===== src/rtl/game_state_controller.sv =====
// game_state_controller: Frogger game-flow FSM tracking lives, level, a timed
// respawn phase, optional pause and the end-of-game hold states.
// Optional feature macro: PAUSE_EN builds the PAUSED state and pause edge
// detection. Without it, i_Pause is ignored.
module game_state_controller #(
    parameter int unsigned C_NB_LIVES        = 3,
    parameter int unsigned C_MAX_LEVEL       = 9,
    parameter int unsigned C_RESPAWN_CYCLES  = 25000000,
    parameter int unsigned C_END_HOLD_CYCLES = 50000000
) (
    input  logic       i_Clk,
    input  logic       i_Rst_L,
    input  logic       i_Start,
    input  logic       i_Has_Collided,
    input  logic       i_Level_Up,
    input  logic       i_Pause,
    output logic       o_Game_Active,
    output logic [2:0] o_State,
    output logic [3:0] o_Lives,
    output logic [3:0] o_Level,
    output logic       o_Respawn,
    output logic       o_Game_Over,
    output logic       o_Win
);

    localparam int unsigned C_MAX_CYC =
        (C_RESPAWN_CYCLES > C_END_HOLD_CYCLES) ? C_RESPAWN_CYCLES : C_END_HOLD_CYCLES;
    localparam int TW = $clog2(C_MAX_CYC + 1);

    typedef enum logic [2:0] {
        IDLE      = 3'd0,
        RUNNING   = 3'd1,
        RESPAWN   = 3'd2,
        PAUSED    = 3'd3,
        GAME_OVER = 3'd4,
        VICTORY   = 3'd5
    } state_t;

    state_t          state_q, state_d;
    logic [3:0]      lives_q, lives_d;
    logic [3:0]      level_q, level_d;
    logic [TW-1:0]   timer_q, timer_d;
    logic            respawn_q, respawn_d;
    logic            start_dly_q, collide_dly_q;
    logic            start_edge, collide_edge, pause_edge;

`ifdef PAUSE_EN
    logic            pause_dly_q;
    assign pause_edge = i_Pause & ~pause_dly_q;
`else
    logic            unused_pause;
    assign unused_pause = i_Pause;
    assign pause_edge   = 1'b0;
`endif

    assign start_edge   = i_Start & ~start_dly_q;
    assign collide_edge = i_Has_Collided & ~collide_dly_q;

    // Next-state, counter and pulse computation for the game flow
    always_comb begin
        state_d   = state_q;
        lives_d   = lives_q;
        level_d   = level_q;
        timer_d   = timer_q;
        respawn_d = 1'b0;
        case (state_q)
            IDLE: begin
                if (start_edge) begin
                    state_d   = RUNNING;
                    lives_d   = 4'(C_NB_LIVES);
                    level_d   = 4'd1;
                    respawn_d = 1'b1;
                end
            end
            RUNNING: begin
                if (collide_edge) begin
                    if (lives_q > 4'd1) begin
                        lives_d = lives_q - 4'd1;
                        timer_d = TW'(C_RESPAWN_CYCLES - 1);
                        state_d = RESPAWN;
                    end else begin
                        lives_d = 4'd0;
                        timer_d = TW'(C_END_HOLD_CYCLES - 1);
                        state_d = GAME_OVER;
                    end
                end else if (i_Level_Up) begin
                    if (level_q < 4'(C_MAX_LEVEL)) begin
                        level_d   = level_q + 4'd1;
                        respawn_d = 1'b1;
                    end else begin
                        timer_d = TW'(C_END_HOLD_CYCLES - 1);
                        state_d = VICTORY;
                    end
                end else if (pause_edge) begin
                    state_d = PAUSED;
                end
            end
            RESPAWN: begin
                if (timer_q == '0) begin
                    state_d   = RUNNING;
                    respawn_d = 1'b1;
                end else begin
                    timer_d = timer_q - TW'(1);
                end
            end
`ifdef PAUSE_EN
            PAUSED: begin
                if (pause_edge) state_d = RUNNING;
            end
`endif
            GAME_OVER, VICTORY: begin
                if (timer_q == '0) state_d = IDLE;
                else               timer_d = timer_q - TW'(1);
            end
            default: state_d = IDLE;
        endcase
    end

    // State, counters, pulse and input-edge history registers
    always_ff @(posedge i_Clk or negedge i_Rst_L) begin
        if (!i_Rst_L) begin
            state_q       <= IDLE;
            lives_q       <= '0;
            level_q       <= '0;
            timer_q       <= '0;
            respawn_q     <= 1'b0;
            start_dly_q   <= 1'b1;
            collide_dly_q <= 1'b1;
`ifdef PAUSE_EN
            pause_dly_q   <= 1'b1;
`endif
        end else begin
            state_q       <= state_d;
            lives_q       <= lives_d;
            level_q       <= level_d;
            timer_q       <= timer_d;
            respawn_q     <= respawn_d;
            start_dly_q   <= i_Start;
            collide_dly_q <= i_Has_Collided;
`ifdef PAUSE_EN
            pause_dly_q   <= i_Pause;
`endif
        end
    end

    assign o_State       = state_q;
    assign o_Lives       = lives_q;
    assign o_Level       = level_q;
    assign o_Respawn     = respawn_q;
    assign o_Game_Active = (state_q == RUNNING);
    assign o_Game_Over   = (state_q == GAME_OVER);
    assign o_Win         = (state_q == VICTORY);

endmodule


===== config.mk =====
export PLATFORM = sky130hd
export DESIGN_NAME = game_state_controller
export DESIGN_NICKNAME = d
export VERILOG_FILES = /design/src/rtl/game_state_controller.sv
export SDC_FILE = /design/constraint.sdc
export NUM_CORES = 1
export LEC_CHECK = 0
export ABC_AREA = 0
export CAP_MARGIN = 20
export CORE_MARGIN = 5
export CORE_UTILIZATION = 42
export CTS_BUF_LIST = sky130_fd_sc_hd__clkbuf_16
export CTS_CLUSTER_SIZE = 16
export DETAILED_ROUTE_END_ITERATION = 6
export GPL_TIMING_DRIVEN = 0
export PLACE_DENSITY_LB_ADDON = 0.3
export SLEW_MARGIN = 5
export SYNTH_ARGS = -nofsm -noshare
export SYNTH_HDL_FRONTEND = slang
export SYNTH_SLANG_ARGS = --single-unit

===== constraint.sdc =====
create_clock -name i_Clk -period 3.47 [get_ports i_Clk]
set_clock_uncertainty 0.2 [all_clocks]
set_input_delay 0.347 -clock i_Clk [delete_from_list [all_inputs] [get_ports i_Clk]]
set_output_delay 0.347 -clock i_Clk [all_outputs]
set_load 0.005 [all_outputs]

# After elaboration in Yosys (flattened, before gate mapping)
# Cells that the tools add are included.
totals:
  reg_bits: 40
  output_inout_bits: 15
  elab_cells: 69
op_classes:
  n_reduce_logical: 10
  add_sub_neg: 3
  n_eq_ne: 14
  mux: 29
  magnitude_cmp: 2
  bitwise_logic: 4
op_table:
  columns: ["op", "count"]
  rows:
  - ["2-to-1 mux 26 bit", 5]
  - ["case mux 26 bit (2 select lines)", 1]
  - ["2-to-1 mux 4 bit", 7]
  - ["zero test 26 bit", 1]
  - ["subtractor 26 x 1 -> 26 bit, second input constant", 1]
  - ["2-to-1 mux 3 bit", 7]
  - ["case mux 4 bit (2 select lines)", 2]
  - ["!= test 2 bit, second input constant", 6]
  - ["case mux 3 bit (4 select lines)", 1]
  - ["AND reduction 5 bit", 2]
  - ["== test 3 bit, second input constant", 2]
  - ["2-to-1 mux 1 bit", 5]
  - ["adder 4 x 1 -> 4 bit, second input constant", 1]
  - ["> comparator 4 x 1 -> 1 bit, second input constant", 1]
  - ["< comparator 4 bit, second input constant", 1]
  - ["!= test 2 x 1 -> 1 bit, second input constant", 2]
  - ["AND reduction 4 bit", 1]
  - ["nonzero test 2 bit", 2]
  - ["subtractor 4 x 1 -> 4 bit, second input constant", 1]
  - ["== test 3 x 1 -> 1 bit, second input constant", 1]
  - ["== test 3 x 2 -> 1 bit, second input constant", 1]
  - ["zero test 3 bit", 1]
  - ["!= test 3 x 2 -> 1 bit, second input constant", 1]
  - ["!= test 3 bit, second input constant", 1]
  - ["other kinds (6)", 8]

# Depth between registers and ports, before layout
# Gate-level depths: netlist of run 1.
depth:
  ltp_word: 5
  ltp_mapped: 8
  ltp_nobuf: 7

# Worst setup path before layout of run 1
# Ideal clock, no wire load.
synth_path:
  path_type: "reg2reg"
  start: "register state_q[1] (netlist: o_State[1])"
  end: "register timer_q[25]"
  required_time_ns: 3.147
  path_buffers: 3
  path_stages_with_launch: 8
  setup_slack_ns: 1.166
  arrival_ns: 1.981
  setup_ns: 0.123
  cell_sequence: "dfrtp_1 -> buf_6 -> or3b_1 -> buf_6 -> or3_4 -> buf_6 -> a221o_1 -> o221a_2"
synth_via:
  elab_chain_len: 4
  elab_cells_between_ends: 11
  classes_between: "eq/ne (7); mux (1); reduce/logical (3)"
synth_rtl:
  columns: ["item", "line_no", "source"]
  rows:
  - ["start: declaration", "39", "state_t state_q, state_d;"]
  - ["start signal: assignment", "133", "state_q <= state_d;"]
  - ["== test 3 bit or == test 3 x 2 -> 1 bit (tied branches)", "66", "case (state_q)"]
  - ["OR reduction 3 bit (no line)", null, null]
  - ["!= test 2 bit (no line) or nonzero test 2 bit (tied branches)", null, null]
  - ["AND reduction 4 bit (no line)", null, null]
  - ["end signal: assignment", "136", "timer_q <= timer_d;"]
  - ["end: declaration", "42", "logic [TW-1:0] timer_q, timer_d;"]
# Several ways; a longest one is shown, not always the timed one.
# A chain may end at the register's enable or synchronous reset.

# Worst setup path after layout of run 1
layout_path:
  start: "register state_q[1] (netlist: o_State[1])"
  end: "output o_Game_Active"
layout_via:
  elab_chain_len: 1
layout_rtl:
  columns: ["item", "line_no", "source"]
  rows:
  - ["== test 3 x 1 -> 1 bit", "150", "assign o_Game_Active = (state_q == RUNNING);"]
  - ["end: declaration", "17", "output logic o_Game_Active,"]
# Every way passes these cells.

==> results_dict.tcl, run 1 <==
set metrics [dict create \
    cp_num_buf_inv 4 \
    cp_max_fo 9 \
    n_antenna_cell 0 \
    vias_per_cell 6.014 \
    period_minus_slack_ns 2.643 \
    vdd_drop_max_v 0.0004144 \
    r2r_slack_ns 0.84 \
    relSlewSlack_pct 56.00 \
    final_cells 363 \
    dp.cells 354 \
    end_kind "primary output" \
    clkTransAtPathRegs_ns 0.05 \
    track_usage_pct 16.86 \
    syn_to_final_growth_pct 19.50 \
    use_met2_pct 27.05 \
    yosysWarnings 0 \
    grt.busiest_layer "met2" \
    syn_nets 273 \
    dr.pass1.iters 5 \
    hpwl_mm 4.045 \
    cts_max_path_buffers 2 \
    start_util_pct 43.32 \
    cts_resized 0 \
    place_ws_ns 0.7458 \
    tns_ns 0 \
    hold_violations 0 \
    wl_per_cell_um 16.16 \
    synth_seq_cells 40 \
    cts_max_level 2 \
    cts_tree "done" \
    die_h_um 85.59 \
    rr_endpoint "timer_q[25]" \
    seq_area_frac_synth_pct 41.81 \
    mostFrequentLayoutCells "dfrtp_1 (38), nor3_1 (20), nor2_1 (19), inv_1 (18), clkdlybuf4s50_1 (18)" \
    grt_pass1_vias 2049 \
    leakage_nw 1.183 \
    synthCells 262 \
    final-setup-viol-count 0 \
    insertion_delay_ns 0.28 \
    crit_type "reg2out" \
    maxCapViolCount 0 \
    cts_buffers 5 \
    die_w_um 85.59 \
    reg2reg_from "timer_q[0]" \
    slew_viol_final 0 \
    layout-drive-gt1-share_pct 9.966 \
    synth-edff-count 0 \
    rsz0062_at_grt "false" \
    clock-root-buffer "clkbuf_16" \
    worst-r2r-cell-count 8 \
    grt_use_met3_pct 4.611 \
    hp-class "in2async" \
    final_util_pct 51.76 \
    tightest_slew_ns 0.6550 \
    mostFrequentLayoutCell "dfrtp_1" \
    cp_cell_sequence "buf_6 > or3b_1 > buf_6 > inv_1 > clkdlybuf4s50_1" \
    antenna_left 0 \
    cp.required_ns 2.92 \
    io_buffers 19 \
    cpMostUsedCell "buf_6" \
    ios 21 \
    cts.sinks 40 \
    setup_ws_ns 0.8266 \
    grt_first_pass_wirelength_mm 9.942 \
    avgSynthCellArea_um2 9.160 \
    cpPeakStageDelay_ns 0.55 \
    cp.arrival_ns 2.10 \
    antenna_found_initial 0 \
    cp-start-kind "register" \
    rows 27 \
    synth-main-ff-cell "dfrtp_1" \
    nets 301 \
    ys_types 61 \
    wirelength_mm 5.865 \
    max_freq_ghz 0.3783 \
    use_met1_pct 22.85 \
    route.detailed.drc 0 \
    critPathTopFamily "buffers and inverters" \
    crit_slowest_cell "clkdlybuf4s50_1" \
    synthesis.area_mm2 0.002400 \
    fin_crit_sh_pct 76.18 \
    gr-total-overflow 0 \
    die_area_mm2 0.007326 \
    async_flop_share_pct 100.0 \
    initialDrtViolationCount 126 \
    num_vias 2183 \
    fillers 514 \
    coreArea_mm2 0.005540 \
    power_density_mw_per_mm2 894.8 \
    gp_congestion 0.8456 \
    grt_max_degree 38 \
    run_status "complete, no violations" \
]
per-layer routing:
metal | vias to the layer above | wire, um | share of wire, %
met5 | - | 0 | 0
met4 | 0 | 41 | 0.70
met3 | 5 | 393 | 6.7
met2 | 61 | 2624 | 45
met1 | 1069 | 2805 | 48
li1 | 1048 | - | -
synth_stat cells, types with 5 or more instances:
cell type | n | area (um^2)
and3_1 | 7 | 43.79
nand2_1 | 15 | 56.30
inv_1 | 18 | 67.56
a31oi_1 | 5 | 31.28
o21ai_0 | 13 | 65.06
nor2_1 | 19 | 71.32
nor3_1 | 20 | 100.1
a21oi_1 | 17 | 85.08
o31ai_1 | 6 | 45.04
or3_1 | 5 | 31.28
nand3_1 | 7 | 35.03
nor4_1 | 7 | 43.79
dfrtp_1 | 38 | 950.9
ha_1 | 5 | 62.56
o22ai_1 | 5 | 31.28
what timing repair did:
item	in CTS	in global routing
setup buffers	0	0
hold buffers	1	0
hold endpoints to repair	38	0
cells by family after synthesis:
group | Yosys count | synth area share (%)
AO/OA/AOI/OAI | 84 | 25.18
XOR/XNOR | 1 | 0.3650
adder cells (fa/ha/maj) | 5 | 2.607
buffers and inverters | 29 | 5.839
flip-flops | 40 | 41.81
multiplexers | 1 | 0.4692
AND/OR/NAND/NOR | 102 | 23.72
area by class of cell:
cell class	count	area, um^2	share of cell area [%]
buffer	11	72.57	2.531
clock buffer	5	125.1	4.363
clock inverter	3	37.54	1.309
inverter	18	67.56	2.356
multi-input combinational	193	1256	43.80
sequential	40	1003	34.99
tap	72	90.09	3.141
timing repair buffer	21	215.2	7.504
how the worst max path moves through the flow:
stage                              start             to  slack, ns  cells past startpoint
after floorplan               o_State[1]    timer_q[25]       1.17                      7
after global placement    i_Has_Collided     timer_q[9]       0.74                      6
after detailed placement  i_Has_Collided     timer_q[9]       0.75                      6
after CTS                     o_State[1]  o_Game_Active       0.82                      5
after global routing         timer_q[12]    timer_q[25]       0.62                      7
final                         o_State[1]  o_Game_Active       0.83                      5
sequential cells by signal, indices dropped and copies added, names as in the netlist:
register,flops
start_dly_q,1
timer_q,26
o_Lives,4
o_Respawn,1
o_Level,4
o_State,3
collide_dly_q,1
power by group:
part           switching [mW]  internal [mW]  total (mW)
logic                   0.690          0.549        1.24
registers               0.191          0.621       0.812
clock network           0.182          0.334       0.516
total                    1.06           1.50        2.57
metrics by stage:
stage          instance area, um^2  power (mW)  hold WS (ns)
3_5_place_dp                  2695       2.047      -0.02921
5_1_grt                       2868       2.757        0.2175
6_report                      2868       2.566        0.2080
4_1_cts                       2868       2.572        0.1987
2_1_floorplan                 2400       1.614       -0.1486
3_3_place_gp                  2680       2.014        0.3157
Note: power is estimated with default switching activity, not from simulation.
==> run 2, diff against run 1 <==
==> constraint.sdc (replaced) <==
create_clock -name i_Clk -period 2.7 [get_ports i_Clk]
set_clock_uncertainty 0.2 [all_clocks]
set_input_delay 0.27 -clock i_Clk [delete_from_list [all_inputs] [get_ports i_Clk]]
set_output_delay 0.27 -clock i_Clk [all_outputs]
set_load 0.005 [all_outputs]
==> run 2 against run 1 <==
Net effect: core utilization is 0.47 points higher; highest routed layer unchanged; non-clock buffer count is 2 higher; clock power is 28% higher; cell count is 0.55% higher; global-route usage stayed put; register-to-register slack worse by 0.72 ns; critical endpoint is now timer_q[25]; first-iteration DRC count is 22% higher; clock-buffer cell count stayed put; wire length is 0.43% higher; sequential share of layout area is 0.32 points lower; combinational power is 28% higher.
==> results_dict.tcl, run 2 (same netlist as run 1, synthesis figures left out) <==
set metrics [dict create \
    comb_power_share_pct 48.3 \
    power_density_mw_per_mm2 1139 \
    p_clk_share_pct 20.0 \
    num_vias 2186 \
    tightest_slew_ns 0.6483 \
    power_switching_mw 1.365 \
    syn_to_final_growth_pct 20.59 \
    cp_max_fo 10 \
    gr-total-overflow 0 \
    die_area_mm2 0.007326 \
    worst-r2r-cell-count 8 \
    mostFrequentLayoutCell "dfrtp_1" \
    cts_max_level 2 \
    track_usage_pct 16.86 \
    cts.sinks 40 \
    rows 27 \
    rr_endpoint "timer_q[25]" \
    crit_type "reg2reg" \
    wirelength_mm 5.890 \
    relSlewSlack_pct 56.45 \
    clock-root-buffer "clkbuf_16" \
    io_buffers 19 \
    crit_slowest_cell "dfrtp_1" \
    hpwl_mm 4.045 \
    critPathTopFamily "simple AND/OR/NAND/NOR gates" \
    place_ws_ns 0.05276 \
    gp_congestion 0.8456 \
    hold_violations 0 \
    crit_end "timer_q[25]" \
    slew_viol_final 0 \
    initialDrtViolationCount 154 \
    route.detailed.drc 0 \
    vias_per_cell 5.989 \
    period_minus_slack_ns 2.576 \
    cp_cell_sequence "inv_1 > ha_1 > nor4b_4 > nand3_2 > o31ai_1 > buf_4 > nand2_1 > o221a_2" \
    start_util_pct 43.32 \
    wl_per_cell_um 16.14 \
    leakage_nw 1.194 \
    whs_ns 0.1328 \
    grt_pass1_vias 2049 \
    end_kind "register" \
    setup_ws_ns 0.1245 \
    cp.required_ns 2.67 \
    mostFrequentLayoutCells "dfrtp_1 (38), nor3_1 (20), nor2_1 (19), inv_1 (18), clkdlybuf4s50_1 (18)" \
    insertion_delay_ns 0.28 \
    die_h_um 85.59 \
    ios 21 \
    power_frac_seq_pct 31.6 \
    final_util_pct 52.24 \
    layout-drive-gt1-share_pct 11.26 \
    tns_ns 0 \
    cts_buffers 5 \
    cpPeakStageDelay_ns 0.41 \
    cp_num_buf_inv 2 \
    maxCapViolCount 0 \
    r2r_slack_ns 0.12 \
    cts_max_path_buffers 2 \
    n_antenna_cell 0 \
    coreArea_mm2 0.005540 \
    run_status "complete, no violations" \
    cts_tree "done" \
    clkTransAtPathRegs_ns 0.06 \
    reg2reg_from "timer_q[0]" \
    die_w_um 85.59 \
    grt_max_degree 38 \
    fin_crit_sh_pct 95.39 \
    hp-class "in2async" \
    cp-start-kind "register" \
    top_register "timer_q" \
    final-setup-viol-count 0 \
    largest_reg_flops 26 \
    cp.arrival_ns 2.54 \
    nets 303 \
    worst-path-stages 8 \
    grt_first_pass_wirelength_mm 9.942 \
    antenna_found_initial 0 \
    switching_share_pct 41.40 \
    p_int_mw 1.933 \
    vdd_drop_max_v 0.0005296 \
    dr.pass1.iters 4 \
    antenna_left 0 \
    fillers 511 \
    crit_start "timer_q[0]" \
    max_freq_ghz 0.3883 \
]
run 2: power by group through the flow:
stage	Sequential [mW]	Combinational [mW]	Clock, mW
after floorplan	1.00	1.07	0
after global placement	1.04	1.55	0
after detailed placement	1.05	1.58	0
after CTS	1.04	1.59	0.674
after global routing	1.08	1.76	0.708
final	1.04	1.59	0.661
run 2: what timing repair did:
item	in CTS	in global routing
endpoints found under the hold margin	38	0
setup endpoints to repair	0	16
gates resized for setup	0	2
hold buffers	1	0
setup buffers	0	2
run 2: worst min path at each step:
stage / startpoint / to / slack (ns) / cells after the start
finish: i_Rst_L / o_Level[3] / 0.13 / 2
global route: i_Rst_L / o_Level[3] / 0.14 / 2
CTS: i_Rst_L / o_Level[0] / 0.12 / 2
detailed placement: i_Rst_L / o_Level[3] / -0.11 / 1
global placement: timer_q[11] / timer_q[11] / 0.32 / 1
floorplan: i_Rst_L / o_Level[0] / -0.23 / 0
run 2: worst reg2reg max path, cell delays in order, from the launching register on:
cell	delay, ns
dfrtp_1	0.41
inv_1	0.08
ha_1	0.22
nor4b_4	0.36
nand3_2	0.19
o31ai_1	0.31
buf_4	0.24
nand2_1	0.15
o221a_2	0.30
run 2: area by class of cell:
| class | instances | area, um^2 | area share, % |
|---|---|---|---|
| sequential | 40 | 1003 | 34.67 |
| clock buffer | 5 | 125.1 | 4.323 |
| clock inverter | 3 | 37.54 | 1.297 |
| timing repair buffer | 23 | 230.2 | 7.955 |
| multi-input combinational | 193 | 1267 | 43.80 |
| buffer | 11 | 72.57 | 2.508 |
| inverter | 18 | 67.56 | 2.335 |
| tap | 72 | 90.09 | 3.113 |
run 2: stage by stage:
step                instances  power (mW)  cell area (um^2)
floorplan                 262       2.075              2400
global placement          353       2.589              2680
detailed placement        354       2.631              2695
CTS                       363       3.305              2868
global route              365       3.549              2894
finish                    365       3.298              2894
run 2: per-layer routing:
metal  vias up  GRT usage (%)  routed length, um
li1       1055              -                  -
met1      1060          22.85               2829
met2        64          27.05               2626
met3         7          4.611                379
met4         0          3.597                 55
met5         -              0                  0
